<file path="config.mk">
export PLATFORM = sky130hd
export DESIGN_NAME = axi_lite_reg_slice
export DESIGN_NICKNAME = d
export VERILOG_FILES = /design/src/rtl/axi_lite_reg_slice_pkg.sv /design/src/rtl/axi_lite_skid_buf.sv /design/src/rtl/axi_lite_reg_slice.sv
export SDC_FILE = /design/constraint.sdc
export NUM_CORES = 1
export LEC_CHECK = 0
export CAP_MARGIN = 0
export CORE_MARGIN = 2
export CORE_UTILIZATION = 30
export CTS_CLUSTER_SIZE = 40
export DETAILED_ROUTE_END_ITERATION = 6
export HOLD_SLACK_MARGIN = 0.02
export PLACE_DENSITY = 0.5
export SYNTH_ARGS = -nofsm -noshare
export SYNTH_HDL_FRONTEND = slang
export SYNTH_SLANG_ARGS = --single-unit
</file>
<file path="constraint.sdc">
create_clock -name clk -period 7.5 [get_ports clk]
set_clock_uncertainty 0.2 [all_clocks]
set_input_delay 1.5 -clock clk [delete_from_list [all_inputs] [get_ports clk]]
set_output_delay 1.5 -clock clk [all_outputs]
set_load 0.01 [all_outputs]
</file>
<file path="src/rtl/axi_lite_reg_slice_pkg.sv">
// Shared constants, types and payload-width helpers for the AXI-lite register slice.
package axi_lite_reg_slice_pkg;

    // Bit positions inside SLICE_MASK, order {R,AR,B,W,AW}
    localparam int unsigned SLICE_AW   = 0;
    localparam int unsigned SLICE_W    = 1;
    localparam int unsigned SLICE_B    = 2;
    localparam int unsigned SLICE_AR   = 3;
    localparam int unsigned SLICE_R    = 4;
    localparam int unsigned NUM_SLICES = 5;

    localparam int unsigned PROT_WIDTH = 3;
    localparam int unsigned RESP_WIDTH = 2;

    typedef enum logic [1:0] {
        RESP_OKAY   = 2'b00,
        RESP_EXOKAY = 2'b01,
        RESP_SLVERR = 2'b10,
        RESP_DECERR = 2'b11
    } resp_e;

    // Occupancy of one skid buffer
    typedef enum logic [1:0] {
        BUF_EMPTY = 2'b00,
        BUF_ONE   = 2'b01,
        BUF_FULL  = 2'b10
    } buf_state_e;

    function automatic int unsigned strb_width(input int unsigned data_width);
        return data_width / 8;
    endfunction

    function automatic int unsigned addr_payload_width(input int unsigned addr_width);
        return addr_width + PROT_WIDTH;
    endfunction

    function automatic int unsigned w_payload_width(input int unsigned data_width);
        return data_width + strb_width(data_width);
    endfunction

    function automatic int unsigned b_payload_width();
        return RESP_WIDTH;
    endfunction

    function automatic int unsigned r_payload_width(input int unsigned data_width);
        return data_width + RESP_WIDTH;
    endfunction

endpackage

</file>
<file path="src/rtl/axi_lite_skid_buf.sv">
// One-channel skid buffer (main + skid register) or plain wires when ENABLE=0.
// Optional checks compiled with AXI_LITE_REG_SLICE_ASSERT_EN.
module axi_lite_skid_buf
    import axi_lite_reg_slice_pkg::*;
#(
    parameter int unsigned WIDTH  = 8,
    parameter bit          ENABLE = 1'b1
) (
    input  logic             clk,
    input  logic             rstn,
    input  logic             in_valid,
    output logic             in_ready,
    input  logic [WIDTH-1:0] in_data,
    output logic             out_valid,
    input  logic             out_ready,
    output logic [WIDTH-1:0] out_data
);

    if (ENABLE) begin : g_reg
        buf_state_e       state_q, state_d;
        logic             in_ready_q, in_ready_d;
        logic [WIDTH-1:0] main_q, main_d;
        logic [WIDTH-1:0] skid_q, skid_d;
        logic             in_hs, out_hs;

        // in_ready is registered, so out_ready never reaches it combinationally
        assign in_hs  = in_valid & in_ready_q;
        assign out_hs = (state_q != BUF_EMPTY) & out_ready;

        // Occupancy and registered ready; in-flight beats dropped on reset
        always_ff @(posedge clk or negedge rstn) begin
            if (!rstn) begin
                state_q    <= BUF_EMPTY;
                in_ready_q <= 1'b1;
            end else begin
                state_q    <= state_d;
                in_ready_q <= in_ready_d;
            end
        end

        // Payload registers carry no reset; validity lives in state_q
        always_ff @(posedge clk) begin
            main_q <= main_d;
            skid_q <= skid_d;
        end

        // Next occupancy and payload steering
        always_comb begin
            state_d = state_q;
            main_d  = main_q;
            skid_d  = skid_q;
            unique case (state_q)
                BUF_EMPTY: begin
                    if (in_hs) begin
                        state_d = BUF_ONE;
                        main_d  = in_data;
                    end
                end
                BUF_ONE: begin
                    if (in_hs && out_hs) begin
                        main_d = in_data;
                    end else if (in_hs) begin
                        state_d = BUF_FULL;
                        skid_d  = in_data;
                    end else if (out_hs) begin
                        state_d = BUF_EMPTY;
                    end
                end
                BUF_FULL: begin
                    if (out_hs) begin
                        state_d = BUF_ONE;
                        main_d  = skid_q;
                    end
                end
                default: state_d = BUF_EMPTY;
            endcase
            in_ready_d = (state_d != BUF_FULL);
        end

        assign in_ready  = in_ready_q;
        assign out_valid = (state_q != BUF_EMPTY);
        assign out_data  = main_q;

`ifdef AXI_LITE_REG_SLICE_ASSERT_EN
        logic [2:0] occ_q;

        // Beats accepted minus beats delivered
        always_ff @(posedge clk or negedge rstn) begin
            if (!rstn) begin
                occ_q <= 3'd0;
            end else begin
                occ_q <= occ_q + 3'(in_hs) - 3'(out_hs);
            end
        end

        a_out_hold: assert property (@(posedge clk) disable iff (!rstn)
            (out_valid && !out_ready) |=> (out_valid && $stable(out_data)));
        a_in_hold: assert property (@(posedge clk) disable iff (!rstn)
            (in_valid && !in_ready) |=> (in_valid && $stable(in_data)));
        a_rst_idle: assert property (@(posedge clk) $rose(rstn) |-> !out_valid);
        a_conserve: assert property (@(posedge clk) disable iff (!rstn)
            occ_q <= 3'd2);
`endif
    end else begin : g_wire
        logic unused_clk_rst;

        assign unused_clk_rst = clk ^ rstn;
        assign in_ready       = out_ready;
        assign out_valid      = in_valid;
        assign out_data       = in_data;
    end

endmodule

</file>
<file path="src/rtl/axi_lite_reg_slice.sv">
// AXI-lite register slice: one skid buffer per channel, selectable by SLICE_MASK.
// Optional checks compiled with AXI_LITE_REG_SLICE_ASSERT_EN.
module axi_lite_reg_slice
    import axi_lite_reg_slice_pkg::*;
#(
    parameter int unsigned           ADDR_WIDTH = 32,
    parameter int unsigned           DATA_WIDTH = 32,
    parameter logic [NUM_SLICES-1:0] SLICE_MASK = 5'b11111
) (
    input  logic                    clk,
    input  logic                    rstn,
    // upstream (bridge) side
    input  logic [ADDR_WIDTH-1:0]   m_aw_addr,
    input  logic [2:0]              m_aw_prot,
    input  logic                    m_aw_valid,
    output logic                    m_aw_ready,
    input  logic [DATA_WIDTH-1:0]   m_w_data,
    input  logic [DATA_WIDTH/8-1:0] m_w_strb,
    input  logic                    m_w_valid,
    output logic                    m_w_ready,
    output logic [1:0]              m_b_resp,
    output logic                    m_b_valid,
    input  logic                    m_b_ready,
    input  logic [ADDR_WIDTH-1:0]   m_ar_addr,
    input  logic [2:0]              m_ar_prot,
    input  logic                    m_ar_valid,
    output logic                    m_ar_ready,
    output logic [DATA_WIDTH-1:0]   m_r_data,
    output logic [1:0]              m_r_resp,
    output logic                    m_r_valid,
    input  logic                    m_r_ready,
    // downstream (BRAM controller) side
    output logic [ADDR_WIDTH-1:0]   s_aw_addr,
    output logic [2:0]              s_aw_prot,
    output logic                    s_aw_valid,
    input  logic                    s_aw_ready,
    output logic [DATA_WIDTH-1:0]   s_w_data,
    output logic [DATA_WIDTH/8-1:0] s_w_strb,
    output logic                    s_w_valid,
    input  logic                    s_w_ready,
    input  logic [1:0]              s_b_resp,
    input  logic                    s_b_valid,
    output logic                    s_b_ready,
    output logic [ADDR_WIDTH-1:0]   s_ar_addr,
    output logic [2:0]              s_ar_prot,
    output logic                    s_ar_valid,
    input  logic                    s_ar_ready,
    input  logic [DATA_WIDTH-1:0]   s_r_data,
    input  logic [1:0]              s_r_resp,
    input  logic                    s_r_valid,
    output logic                    s_r_ready
);

    localparam int unsigned AX_PW = addr_payload_width(ADDR_WIDTH);
    localparam int unsigned W_PW  = w_payload_width(DATA_WIDTH);
    localparam int unsigned B_PW  = b_payload_width();
    localparam int unsigned R_PW  = r_payload_width(DATA_WIDTH);

    logic [AX_PW-1:0] aw_out;
    logic [W_PW-1:0]  w_out;
    logic [AX_PW-1:0] ar_out;
    logic [R_PW-1:0]  r_out;

    assign {s_aw_addr, s_aw_prot} = aw_out;
    assign {s_w_data, s_w_strb}   = w_out;
    assign {s_ar_addr, s_ar_prot} = ar_out;
    assign {m_r_data, m_r_resp}   = r_out;

    // Write address, master -> slave
    axi_lite_skid_buf #(.WIDTH(AX_PW), .ENABLE(SLICE_MASK[SLICE_AW])) u_aw (
        .clk       (clk),
        .rstn      (rstn),
        .in_valid  (m_aw_valid),
        .in_ready  (m_aw_ready),
        .in_data   ({m_aw_addr, m_aw_prot}),
        .out_valid (s_aw_valid),
        .out_ready (s_aw_ready),
        .out_data  (aw_out)
    );

    // Write data, master -> slave
    axi_lite_skid_buf #(.WIDTH(W_PW), .ENABLE(SLICE_MASK[SLICE_W])) u_w (
        .clk       (clk),
        .rstn      (rstn),
        .in_valid  (m_w_valid),
        .in_ready  (m_w_ready),
        .in_data   ({m_w_data, m_w_strb}),
        .out_valid (s_w_valid),
        .out_ready (s_w_ready),
        .out_data  (w_out)
    );

    // Write response, slave -> master
    axi_lite_skid_buf #(.WIDTH(B_PW), .ENABLE(SLICE_MASK[SLICE_B])) u_b (
        .clk       (clk),
        .rstn      (rstn),
        .in_valid  (s_b_valid),
        .in_ready  (s_b_ready),
        .in_data   (s_b_resp),
        .out_valid (m_b_valid),
        .out_ready (m_b_ready),
        .out_data  (m_b_resp)
    );

    // Read address, master -> slave
    axi_lite_skid_buf #(.WIDTH(AX_PW), .ENABLE(SLICE_MASK[SLICE_AR])) u_ar (
        .clk       (clk),
        .rstn      (rstn),
        .in_valid  (m_ar_valid),
        .in_ready  (m_ar_ready),
        .in_data   ({m_ar_addr, m_ar_prot}),
        .out_valid (s_ar_valid),
        .out_ready (s_ar_ready),
        .out_data  (ar_out)
    );

    // Read data, slave -> master
    axi_lite_skid_buf #(.WIDTH(R_PW), .ENABLE(SLICE_MASK[SLICE_R])) u_r (
        .clk       (clk),
        .rstn      (rstn),
        .in_valid  (s_r_valid),
        .in_ready  (s_r_ready),
        .in_data   ({s_r_data, s_r_resp}),
        .out_valid (m_r_valid),
        .out_ready (m_r_ready),
        .out_data  (r_out)
    );

endmodule
</file>
==> out/summary.json <==
{
  "initial_standard_cell_utilization_of_the_core": {"value": 30.59, "unit": "%"},
  "largest_net_degree_at_the_start_of_global_routing": {"value": 39},
  "critical_path_arrival": {"value": 1820, "unit": "ps"},
  "maximum_buffer_depth_of_the_clock_tree": {"value": 3},
  "totalWireLength": {"value": 27640, "unit": "um"},
  "grt_util_all_layers": {"value": 13.82, "unit": "%"},
  "yosys.area.top_type_share": {"value": 75.96, "unit": "%"},
  "synthesis_to_finish_area_growth": {"value": 40.71, "unit": "%"},
  "first_global_vias": {"value": 6983},
  "largest_fanout_of_any_net_on_the_critical_path": {"value": 10},
  "synth_sequential_area_ratio": {"value": 79.36, "unit": "%"},
  "synth.area.top_cells": {"value": "sky130_fd_sc_hd__edfxtp_1 76%, sky130_fd_sc_hd__nand2_1 15%, sky130_fd_sc_hd__dfrtp_1 2.2%, sky130_fd_sc_hd__dfstp_2 1.2%, sky130_fd_sc_hd__buf_4 1.1%"},
  "critPathCaptureType": {"value": "primary output"},
  "avgSynthCellArea": {"value": 13.54, "unit": "um2"},
  "hp-class": {"value": "reg -> reg"},
  "synth-edff-count": {"value": 284},
  "synth_common_cells": {"value": "438 x sky130_fd_sc_hd__nand2_1, 284 x sky130_fd_sc_hd__edfxtp_1, 17 x sky130_fd_sc_hd__buf_4, 11 x sky130_fd_sc_hd__buf_2, 10 x sky130_fd_sc_hd__dfrtp_1"},
  "totalNegativeSetupSlack": {"value": 0, "unit": "ps"},
  "top_level_ports": {"value": 306},
  "worst_pin_slew": {"value": 978.9, "unit": "ps"},
  "dp.cells": {"value": 1585},
  "detail_route.first_pass.iterations": {"value": 5},
  "worst_slew_margin_rel": {"value": 34.54, "unit": "%"},
  "synthFlopType": {"value": "sky130_fd_sc_hd__edfxtp_1"},
  "netlist_instances": {"value": 829},
  "fin_total_pwr": {"value": 5.198, "unit": "mW"},
  "synthDominantAreaCellType": {"value": "sky130_fd_sc_hd__edfxtp_1"},
  "routedWlPerCell": {"value": 16.79, "unit": "um"},
  "grt_setup_unrepaired": {"value": "no"},
  "critical_path.max_stage_delay": {"value": 500, "unit": "ps"},
  "syn-cell-area": {"value": 11230, "unit": "um2"},
  "layout-drive-gt1-share": {"value": 6.372, "unit": "%"},
  "vdd_ir_drop_max": {"value": 0.1608, "unit": "mV"},
  "floorplan.die.width": {"value": 197.5, "unit": "um"},
  "fin_max_slew_vios": {"value": 0},
  "finish.net_count": {"value": 1308},
  "placementRows": {"value": 70},
  "worst-r2r-setup-slack": {"value": 5340, "unit": "ps"},
  "cts_sinks": {"value": 299},
  "clock_slew_seen_by_the_registers_of_the_worst_setup_and_hold_paths": {"value": 60, "unit": "ps"},
  "postSynth.asyncResetShare": {"value": 5.017, "unit": "%"},
  "place.port_buffers": {"value": 305},
  "period_minus_slack": {"value": 3516, "unit": "ps"},
  "tritoncts.num_buffers": {"value": 35},
  "synth.ff_latch_count": {"value": 299},
  "design.die.area": {"value": 38990, "unit": "um2"},
  "run_status": {"value": "completed"},
  "post-route-cell-area": {"value": 15800, "unit": "um2"},
  "dp.final_hpwl": {"value": 18630, "unit": "um"},
  "drt.antenna.violating_nets": {"value": 0},
  "number_of_hold_slack_violations_in_the_final_timing_report": {"value": 0},
  "critical_path.cell_chain": {"value": "or2_2 > clkdlybuf4s50_1"},
  "fmaxAchievable": {"value": 0.2844, "unit": "GHz"},
  "routabilityCongestion": {"value": 0.7837},
  "finalHoldWorstSlack": {"value": 301.2, "unit": "ps"},
  "timing.critical_path.slowest_stage_cell": {"value": "sky130_fd_sc_hd__dfrtp_1"},
  "source_to_sink_clock_delay_at_the_later_pin_of_the_worst_skew_pair": {"value": 500, "unit": "ps"},
  "route.detailed.drc": {"value": 0},
  "criticalPathCategory": {"value": "reg -> out"},
  "cts_hold_buffers": {"value": 0},
  "crit_path_start_kind": {"value": "flip-flop"},
  "worstPathRequired": {"value": 5800, "unit": "ps"},
  "coreArea": {"value": 36700, "unit": "um2"},
  "final_cells": {"value": 1646},
  "antenna_found_initial": {"value": 2},
  "detailroute.via_count": {"value": 6944},
  "power_leakage": {"value": 6.049, "unit": "nW"},
  "cts_tree": {"value": "yes"},
  "grt_first_pass_wirelength": {"value": 41390, "unit": "um"},
  "globalRoute.totalOverflow": {"value": 0},
  "max-cap-violations": {"value": 0},
  "post-cts-setup-buffer-count": {"value": 0},
  "period_share": {"value": 46.88, "unit": "%"},
  "cts-htree-levels": {"value": 2},
  "drt-initial-drc-count": {"value": 386},
  "synth_cell_types": {"value": 27},
  "timing.final.setup_violations": {"value": 0},
  "postSynthNetCount": {"value": 983},
  "cts_resized": {"value": 0},
  "cts-root-buf": {"value": "sky130_fd_sc_hd__clkbuf_16"},
  "fp.dieH": {"value": 197.5, "unit": "um"},
  "cellPowerDensity": {"value": 329.0, "unit": "nW/um2"},
  "dpl-instance-area": {"value": 14780, "unit": "um2"},
  "synth_warnings": {"value": 0},
  "routed_via_density": {"value": 4.219},
  "yosysMostFrequentCell": {"value": "sky130_fd_sc_hd__nand2_1"}
}
final timing paths:
kind,startpoint,cells past startpoint,to
min in group asynchronous,rstn,1,u_ar.g_reg.state_q[1]$_DFF_PN0_
worst max register to register,u_aw.g_reg.state_q[1]$_DFF_PN0_,5,u_aw.out_data[25]$_DFFE_PP_
worst max-delay path,u_r.g_reg.state_q[1]$_DFF_PN0_,2,m_r_valid
max in group asynchronous,rstn,1,u_aw.g_reg.state_q[0]$_DFF_PN0_
worst min-delay path,u_w.g_reg.skid_q[14]$_DFFE_PP_,2,u_w.out_data[14]$_DFFE_PP_
worst min register to register,u_w.g_reg.skid_q[14]$_DFFE_PP_,2,u_w.out_data[14]$_DFFE_PP_
area by class of cell:
type	count	area, um2
Timing Repair Buffer	321	3173
Tap cell	468	585.6
Fill cell	3421	20900
Antenna cell	1	2.502
Inverter	6	22.52
Clock buffer	47	963.4
Sequential cell	299	8910
Multi-Input combinational cell	491	2090
Clock inverter	13	51.30
metrics by stage:
step                      util [%]  worst slack, ps
after detailed placement     40.28             3974
after global placement       40.28             4010
after global routing         43.05             3928
after floorplan                  -             2604
final                        43.05             3984
after CTS                    43.04             3951
where the power goes:
part | internal (mW) | switching (mW) | total (mW)
Sequential | 2.29 | 0.123 | 2.42
Clock | 0.894 | 0.628 | 1.52
Combinational | 0.603 | 0.656 | 1.26
sequential cells by signal, indices dropped and copies added (netlist names):
name / flops
u_w.out_data: 36
u_w.g_reg.skid_q: 36
u_b.out_data: 2
u_ar.in_ready: 1
u_aw.out_data: 35
u_ar.out_data: 35
u_ar.g_reg.state_q: 2
u_aw.g_reg.state_q: 2
u_r.g_reg.skid_q: 34
u_b.in_ready: 1
u_ar.g_reg.skid_q: 35
u_aw.g_reg.skid_q: 35
u_aw.in_ready: 1
u_w.g_reg.state_q: 2
u_r.in_ready: 1
u_b.g_reg.skid_q: 2
u_r.g_reg.state_q: 2
u_w.in_ready: 1
u_b.g_reg.state_q: 2
u_r.out_data: 34
critical path: cells and delay by family, from the launching register on:
family,cells,cell delay [ps]
DFF,1,500
buffers and inverters,1,480
and+or+nand+nor,1,340
cells in the final DEF, fill, tap and decap left out:
cell type	Yosys	final
sky130_fd_sc_hd__dfrtp_1	10	10
sky130_fd_sc_hd__and3b_1	4	4
sky130_fd_sc_hd__clkinv_2	0	2
sky130_fd_sc_hd__or2_2	5	5
sky130_fd_sc_hd__clkdlybuf4s50_1	0	305
sky130_fd_sc_hd__nor2b_2	0	3
sky130_fd_sc_hd__nand4b_1	1	1
sky130_fd_sc_hd__dfstp_2	5	5
sky130_fd_sc_hd__nand3b_1	1	1
sky130_fd_sc_hd__clkbuf_16	0	37
sky130_fd_sc_hd__diode_2	0	1
sky130_fd_sc_hd__inv_1	6	6
sky130_fd_sc_hd__o31ai_4	0	1
sky130_fd_sc_hd__o21a_1	5	5
sky130_fd_sc_hd__nand2_1	438	438
sky130_fd_sc_hd__a21o_1	1	1
sky130_fd_sc_hd__o2bb2a_4	3	3
sky130_fd_sc_hd__clkinv_1	0	11
sky130_fd_sc_hd__nor3b_2	0	1
sky130_fd_sc_hd__o22a_1	1	1
sky130_fd_sc_hd__buf_4	17	16
sky130_fd_sc_hd__nand2b_1	5	5
sky130_fd_sc_hd__mux2i_1	5	5
sky130_fd_sc_hd__o21ai_0	7	7
sky130_fd_sc_hd__o22ai_1	1	1
sky130_fd_sc_hd__clkbuf_1	1	10
sky130_fd_sc_hd__and2b_1	1	1
sky130_fd_sc_hd__o21ai_1	1	1
sky130_fd_sc_hd__edfxtp_1	284	284
sky130_fd_sc_hd__nor2b_1	8	5
sky130_fd_sc_hd__mux2_2	2	2
routing by layer:
metal,global-route usage [%],vias up,wire (um)
met1,17.07,3214,11650
li1,-,3470,-
met3,4.388,54,1986
met2,22.68,204,13200
met4,5.180,2,782
met5,0,-,13
logic make-up (layout without fill, tap and decap cells):
family	Yosys count	after routing	synth area share, %
compound gates	20	20	1.493
buf+inv	39	387	2.262
flops	299	299	79.36
mux	7	7	0.6464
other cells	0	1	0
simple gates	464	464	16.24
Power figures use the tool's default switching activity.
